[config.mk]
export PLATFORM = sky130hd
export DESIGN_NAME = ghost_mode_scheduler
export DESIGN_NICKNAME = d
export VERILOG_FILES = /design/src/rtl/ghost_mode_scheduler.sv
export SDC_FILE = /design/constraint.sdc
export NUM_CORES = 1
export LEC_CHECK = 0
export ABC_CLOCK_PERIOD_IN_PS = 2200
export CORE_ASPECT_RATIO = 0.5
export CORE_UTILIZATION = 54
export DETAILED_ROUTE_END_ITERATION = 6
export PLACE_DENSITY = 0.8
export SYNTH_ARGS = -nofsm -noshare
export SYNTH_HDL_FRONTEND = slang
export SYNTH_SLANG_ARGS = --single-unit
export TNS_END_PERCENT = 30
[constraint.sdc]
create_clock -name clk -period 2.2 [get_ports clk]
set_clock_uncertainty 0.05 [all_clocks]
set_input_delay 0.44 -clock clk [delete_from_list [all_inputs] [get_ports clk]]
set_output_delay 0.44 -clock clk [all_outputs]
set_load 0.02 [all_outputs]
[src/rtl/ghost_mode_scheduler.sv]
// Ghost behaviour-mode and house-release scheduler for the maze game.
// Optional: FRIGHT_PAUSE_RELEASE_EN freezes the release counter while frightened.
module ghost_mode_scheduler #(
   parameter int SCATTER_FRAMES = 210,
   parameter int CHASE_FRAMES   = 600,
   parameter int NUM_CYCLES     = 4,
   parameter int FRIGHT_FRAMES  = 180,
   parameter int FLASH_FRAMES   = 60,
   parameter int RELEASE_GAP    = 90,
   parameter int FREEZE_FRAMES  = 60
) (
   input  logic       clk,
   input  logic       resetN,
   input  logic       startOfFrame,
   input  logic       game_start,
   input  logic       power_pellet,
   input  logic       player_dead,
   output logic [1:0] mode,
   output logic [3:0] ghost_release,
   output logic       reverse,
   output logic       flash,
   output logic [2:0] cycle_idx
);

   typedef enum logic [2:0] {
      S_IDLE,
      S_SCATTER,
      S_CHASE,
      S_FRIGHT,
      S_FREEZE
   } state_t;

   localparam int MAX_A = (SCATTER_FRAMES > CHASE_FRAMES) ?
                          SCATTER_FRAMES : CHASE_FRAMES;
   localparam int MAX_B = (FRIGHT_FRAMES > FREEZE_FRAMES) ?
                          FRIGHT_FRAMES : FREEZE_FRAMES;
   localparam int MAX_F = (MAX_A > MAX_B) ? MAX_A : MAX_B;
   localparam int CW    = $clog2(MAX_F + 1);
   localparam int R_MAX = 3 * RELEASE_GAP;
   localparam int RW    = $clog2(R_MAX + 1);

   localparam logic [CW-1:0] SC_N  = CW'(SCATTER_FRAMES);
   localparam logic [CW-1:0] CH_N  = CW'(CHASE_FRAMES);
   localparam logic [CW-1:0] FR_N  = CW'(FRIGHT_FRAMES);
   localparam logic [CW-1:0] FL_N  = CW'(FLASH_FRAMES);
   localparam logic [CW-1:0] FZ_N  = CW'(FREEZE_FRAMES);
   localparam logic [CW-1:0] ONE   = CW'(1);
   localparam logic [RW-1:0] GAP1  = RW'(RELEASE_GAP);
   localparam logic [RW-1:0] GAP2  = RW'(2 * RELEASE_GAP);
   localparam logic [RW-1:0] GAP3  = RW'(R_MAX);
   localparam logic [2:0]    LAST  = 3'(NUM_CYCLES - 1);

   state_t        state_q, state_d;
   state_t        sav_st_q, sav_st_d;
   logic [CW-1:0] cnt_q, cnt_d;
   logic [CW-1:0] sav_cnt_q, sav_cnt_d;
   logic [RW-1:0] rel_q, rel_d;
   logic [2:0]    cyc_q, cyc_d;
   logic [1:0]    mode_q, mode_d;
   logic [3:0]    gr_q, gr_d;
   logic          rev_q, rev_d;
   logic          fl_q, fl_d;
   logic          rel_adv;
   logic          hold;

   always_comb begin
      state_d   = state_q;
      sav_st_d  = sav_st_q;
      cnt_d     = cnt_q;
      sav_cnt_d = sav_cnt_q;
      rel_d     = rel_q;
      cyc_d     = cyc_q;
      rev_d     = 1'b0;
      rel_adv   = (state_q == S_SCATTER) || (state_q == S_CHASE);
`ifdef FRIGHT_PAUSE_RELEASE_EN
      rel_adv   = rel_adv;
`else
      rel_adv   = rel_adv || (state_q == S_FRIGHT);
`endif
      hold      = (state_q == S_CHASE) && (cyc_q == LAST);

      if (startOfFrame && rel_adv && (rel_q != GAP3))
         rel_d = rel_q + 1'b1;

      unique case (state_q)
         S_IDLE: begin
            if (game_start) begin
               state_d = S_SCATTER;
               cnt_d   = SC_N;
               cyc_d   = 3'd0;
               rel_d   = '0;
            end
         end
         S_SCATTER, S_CHASE, S_FRIGHT: begin
            if (player_dead) begin
               state_d   = S_FREEZE;
               cnt_d     = FZ_N;
               rel_d     = '0;
               sav_st_d  = S_SCATTER;
               sav_cnt_d = '0;
            end else if (power_pellet) begin
               cnt_d = FR_N;
               if (state_q != S_FRIGHT) begin
                  sav_st_d  = state_q;
                  sav_cnt_d = cnt_q;
                  state_d   = S_FRIGHT;
                  rev_d     = 1'b1;
               end
            end else if (startOfFrame && !hold) begin
               if (cnt_q == ONE) begin
                  unique case (state_q)
                     S_SCATTER: begin
                        state_d = S_CHASE;
                        cnt_d   = CH_N;
                        rev_d   = 1'b1;
                     end
                     S_CHASE: begin
                        state_d = S_SCATTER;
                        cnt_d   = SC_N;
                        cyc_d   = cyc_q + 3'd1;
                        rev_d   = 1'b1;
                     end
                     default: begin
                        state_d = sav_st_q;
                        cnt_d   = sav_cnt_q;
                     end
                  endcase
               end else begin
                  cnt_d = cnt_q - 1'b1;
               end
            end
         end
         S_FREEZE: begin
            if (startOfFrame) begin
               if (cnt_q == ONE) begin
                  state_d = S_SCATTER;
                  cnt_d   = SC_N;
                  cyc_d   = 3'd0;
                  rel_d   = '0;
               end else begin
                  cnt_d = cnt_q - 1'b1;
               end
            end
         end
         default: state_d = S_IDLE;
      endcase

      unique case (state_d)
         S_SCATTER: mode_d = 2'd1;
         S_CHASE:   mode_d = 2'd2;
         S_FRIGHT:  mode_d = 2'd3;
         default:   mode_d = 2'd0;
      endcase

      // release bits are sticky until the game (re)starts from the house
      if ((state_d == S_IDLE) || (state_d == S_FREEZE))
         gr_d = 4'b0000;
      else
         gr_d = gr_q | {rel_d >= GAP3, rel_d >= GAP2, rel_d >= GAP1, 1'b1};

      fl_d = (state_d == S_FRIGHT) && (cnt_d <= FL_N);
   end

   always_ff @(posedge clk or negedge resetN) begin
      if (!resetN) begin
         state_q   <= S_IDLE;
         sav_st_q  <= S_SCATTER;
         cnt_q     <= '0;
         sav_cnt_q <= '0;
         rel_q     <= '0;
         cyc_q     <= 3'd0;
         mode_q    <= 2'd0;
         gr_q      <= 4'b0000;
         rev_q     <= 1'b0;
         fl_q      <= 1'b0;
      end else begin
         state_q   <= state_d;
         sav_st_q  <= sav_st_d;
         cnt_q     <= cnt_d;
         sav_cnt_q <= sav_cnt_d;
         rel_q     <= rel_d;
         cyc_q     <= cyc_d;
         mode_q    <= mode_d;
         gr_q      <= gr_d;
         rev_q     <= rev_d;
         fl_q      <= fl_d;
      end
   end

   assign mode          = mode_q;
   assign ghost_release = gr_q;
   assign reverse       = rev_q;
   assign flash         = fl_q;
   assign cycle_idx     = cyc_q;

endmodule

==> metrics.log <==
[metrics] final weighted congestion in routability-driven placement: 0.983
[metrics] number of clock sinks seen by CTS: 46
[metrics] Tot Pwr: about 0.005 W
[metrics] number of diodes added for antenna fixing: 0
[metrics] overall routed net length: 10.6 mm
[metrics] final number of max-transition violations: 0
[metrics] router iterations before antenna repair: 5
[metrics] Post-route DRC: 0
[metrics] power density over the cells: 1160 nW/µm²
[metrics] maximum net fanout on the critical path: 3
[metrics] filler instances: 293
[metrics] arithmetic-cell share of the synthesized area counting full adders, half adders and majority gates: 2.53%
[metrics] endpoint of the most critical register-to-register path: flash$_DFF_PN0_
[metrics] Area Overhead vs Synth: 45.0%
[metrics] number of unique standard cell types used by synthesis: 75
[metrics] Setup TNS: -1.35 ns
[metrics] Fin Hold WS: 0.0729 ns
[metrics] Die Outline Area: 5820 µm²
[metrics] cell area after placement: 3870 µm²
[metrics] Die W: around 110 µm
[metrics] crit path cell chain: inv_1 -> ha_1 -> nor3b_4 -> buf_4 -> buf_4 -> nand4_1 -> buf_4 -> nand2_1 -> o22ai_2 -> nor2_2 -> nand3b_1 -> a311oi_2
[metrics] largest net degree at the start of global routing: 27
[metrics] post-route fraction of the period consumed by the critical path: 110%
[metrics] residual overflow from global routing: 0
[metrics] worst-case reg-to-reg path depth: 12
[metrics] clock slew at the register clock pins of the worst setup and hold paths: 0.09 ns
[metrics] type of the most critical hold path: input port to async pin
[metrics] setup slack on the worst flop-to-flop path: -0.22 ns
[metrics] cell with the largest stage delay on the worst path: dfrtp_1
[metrics] placeable core area: 5110 µm²
[metrics] cell family with most CP delay: simple AND/OR/NAND/NOR gates
[metrics] synth warn: 0
[metrics] number of failing hold endpoints at the final stage: 0
[metrics] Post-Synthesis Cell Area: 2970 µm²
[metrics] RR Startpoint: cnt_q[1]$_DFF_PN0_
[metrics] RSZ-0062 raised after global routing: true
[metrics] most numerous cell on the critical path: buf_4
[metrics] dominant combinational cell family by area after synthesis: compound AO/OA/AOI/OAI gates
[metrics] layout net count: between 400 and 500
[metrics] worst vdd rail ir drop: 717 µV
[metrics] synthesized-area fraction occupied by and/or/nand/nor cells: about 25%
[metrics] Worst Slack Setup Final: -0.223 ns
[metrics] max-cap violation count: 0
[metrics] Async SR Flop Fraction: 100%
[metrics] final cell count without fillers: 521
[metrics] Vert. Die Dim: 54.4 µm
[metrics] number of I/O port buffers: 16
[metrics] crit path kind: flop to flop
[metrics] number of cells produced by synthesis: 339
[metrics] Vias: 3330
[metrics] max frequency: a little over 0.4 GHz
[metrics] clock period minus final worst setup slack: 2.42 ns
[metrics] syn_nets: 351
[metrics] number of global-route vias before repair: 3189
[metrics] Worst Tran Pin Value: between 0.5 and 0.6 ns
[metrics] initial cell density of the core: 58.1%
[metrics] violation count after the first detailed-routing iteration: 495
[metrics] cell area after layout: 4310 µm²
[metrics] Clock Latency Late Sink: ~0.32 ns
[metrics] H-tree depth: 2
[metrics] CTS tree: built
[metrics] Post-synth EDFFs: 0
[metrics] Leakage Power: between 1.5 and 2 nW
[metrics] number of hold-repair buffers added at the cts stage: 0
[metrics] setup-violating endpoint count in the final report: 12
[metrics] Tot GR Track Use: 37.5%
[metrics] critical path capture point type: flop
[metrics] Root Buffer Master: clkbuf_8
[metrics] failing checks: setup timing
[metrics] post-synthesis sequential element count: 46
[metrics] max_slew headroom: 60.2%
[metrics] number of top-level design ports: 17
[metrics] post-route antenna net violation count: 0
[metrics] synthesized area per cell: 8.76 µm²
[metrics] part of the Yosys area used for sequential elements: 38.8%
[metrics] Setup crit start kind: flop
[metrics] multiplexer share of the synthesized area: about 1.1%
[metrics] number of antenna violations at the first check in global routing: 0
[metrics] Cell Rows: 18
[metrics] complex-gate fraction of the synthesized area: around a quarter
[metrics] XOR/XNOR Fraction of Synth Area: 1.77%
[metrics] arrival time at the worst endpoint: around 2.6 ns
[metrics] required time of the worst setup path: 2.37 ns
[metrics] Detailed Place HPWL: about 7.4 mm
[metrics] Buf+Inv Stages, Crit Path: 4
[metrics] total CTS buffers: 5
[metrics] fraction of final layout cells with drive strength greater than 1: between 30% and 40%
[metrics] prevailing post-synth register cell: dfrtp_1
[metrics] run status: complete, but fails checks
[metrics] wire length of the first global-routing pass: 15.9 mm
[metrics] average wire per standard cell: 20.3 µm
[metrics] per-cell via count in the routed design: 6.39
[metrics] Cells after DPL: between 400 and 500
[metrics] CP max stage delay: 0.39 ns
[metrics] deepest clock path buffer count: 2
Yosys cell counts, drive strengths merged, types with 3 or more instances:
library cell	n	area share [%]
buf	9	2.0
nor2	34	4.3
a31oi	4	0.84
or4	4	1.1
a311oi	3	1.1
o21ai	30	5.2
a21o	3	0.76
and3	6	1.3
o211ai	3	0.93
inv	18	2.3
nor2b	5	1.1
nor4	7	2.0
clkbuf	10	1.3
dfrtp	45	38
nand3	7	1.3
or2	5	1.1
nor3b	3	0.93
or3	7	1.5
and2	3	0.63
or3b	3	0.88
nor3	10	1.9
xnor2	4	1.2
a21oi	28	5.0
nand2	21	2.7
nand4	5	1.1
a22o	11	3.2
ha	6	2.5
cells in the final DEF, fill, tap and decap left out, types with 3 or more instances in the layout:
cell type        count
nand4_1              5
ha_1                 3
inv_1               17
nor3_2               3
xnor2_1              4
nor4_2               3
a21o_1               3
and2_1               3
nor3_1               6
a31oi_1              4
or2_2                4
clkbuf_8             5
and3_1               5
a21oi_1             24
nor4_1               3
nor2_1              28
nor2_2               3
clkdlybuf4s50_1     15
a22o_1              11
buf_4              102
nand2_1             20
dfrtp_1             43
or3_1                7
buf_12               3
o21ai_1              4
a21oi_2              3
nor2_4               3
o21ai_0             23
nor2b_1              5
nand3_1              6
layer usage:
| metal | up-vias | global-route usage, % | routed length, µm |
|---|---|---|---|
| li1 | 1488 | - | - |
| met1 | 1621 | 47.7 | 4410 |
| met2 | 194 | 64.5 | 4980 |
| met3 | 27 | 8.57 | 978 |
| met4 | 0 | 13.9 | 193 |
| met5 | - | 0 | 0 |
worst register-to-register path, cell delays in order (launching register included):
cell and delay, ns:
dfrtp_1 0.39, inv_1 0.08, ha_1 0.16, nor3b_4 0.24, buf_4 0.17, buf_4 0.12
nand4_1 0.20, buf_4 0.22, nand2_1 0.08, o22ai_2 0.10, nor2_2 0.21, nand3b_1 0.13
a311oi_2 0.19
how the worst max path moves through the flow:
| stage | depth (start not counted) | end | startpoint |
|---|---|---|---|
| finish | 12 | flash$_DFF_PN0_ | cnt_q[1]$_DFF_PN0_ |
| global route | 10 | flash$_DFF_PN0_ | cnt_q[1]$_DFF_PN0_ |
| CTS | 11 | flash$_DFF_PN0_ | cycle_idx[0]$_DFFE_PN0P_ |
| detailed placement | 8 | flash$_DFF_PN0_ | startOfFrame |
| global placement | 8 | flash$_DFF_PN0_ | startOfFrame |
| floorplan | 8 | flash$_DFF_PN0_ | cycle_idx[1]$_DFFE_PN0P_ |
power breakdown:
part | internal, W | total, W | switching, W
logic | 0.00155 | 0.00321 | 0.00166
clock network | 0.000225 | 0.000538 | 0.000314
registers | 0.00107 | 0.00126 | 0.000191
layout make-up:
cell class | instances | area [µm²] | share of cell area (%)
Tap cell | 70 | 87.6 | 2.03
Timing Repair Buffer | 123 | 1000 | 23.3
Clock inverter | 2 | 13.8 | 0.319
Inverter | 18 | 67.6 | 1.57
Sequential cell | 46 | 1150 | 26.8
Clock buffer | 6 | 72.6 | 1.68
Multi-Input combinational cell | 256 | 1910 | 44.3
logic make-up after synthesis:
| logic type | count (synthesis) |
|---|---|
| compound gates | 110 |
| fa+ha+maj | 6 |
| simple gates | 131 |
| mux | 3 |
| buf+inv | 37 |
| xor+xnor | 6 |
| flops | 46 |
per-stage QoR:
stage	setup slack [ns]	utilization, %
6_report	-0.223	84.3
5_1_grt	-0.292	84.3
4_1_cts	-0.225	82.1
3_5_place_dp	-0.578	75.6
3_3_place_gp	-0.506	75.6
2_1_floorplan	-0.0363	-
sequential cells by signal, indices dropped and copies added, names as in the netlist:
name / flops
flash: 1
state_q: 3
sav_cnt_q: 10
sav_st_q: 3
reverse: 1
cnt_q: 10
ghost_release: 4
cycle_idx: 3
rel_q: 9
mode: 2
timing repair:
| action | 4_1_cts | 5_1_grt |
|---|---|---|
| setup buffers | 11 | 4 |
| gates resized for setup | 35 | 16 |
| endpoints found under the setup margin | 22 | 15 |
| pin swaps | 22 | 11 |
Power figures use the tool's default switching activity.
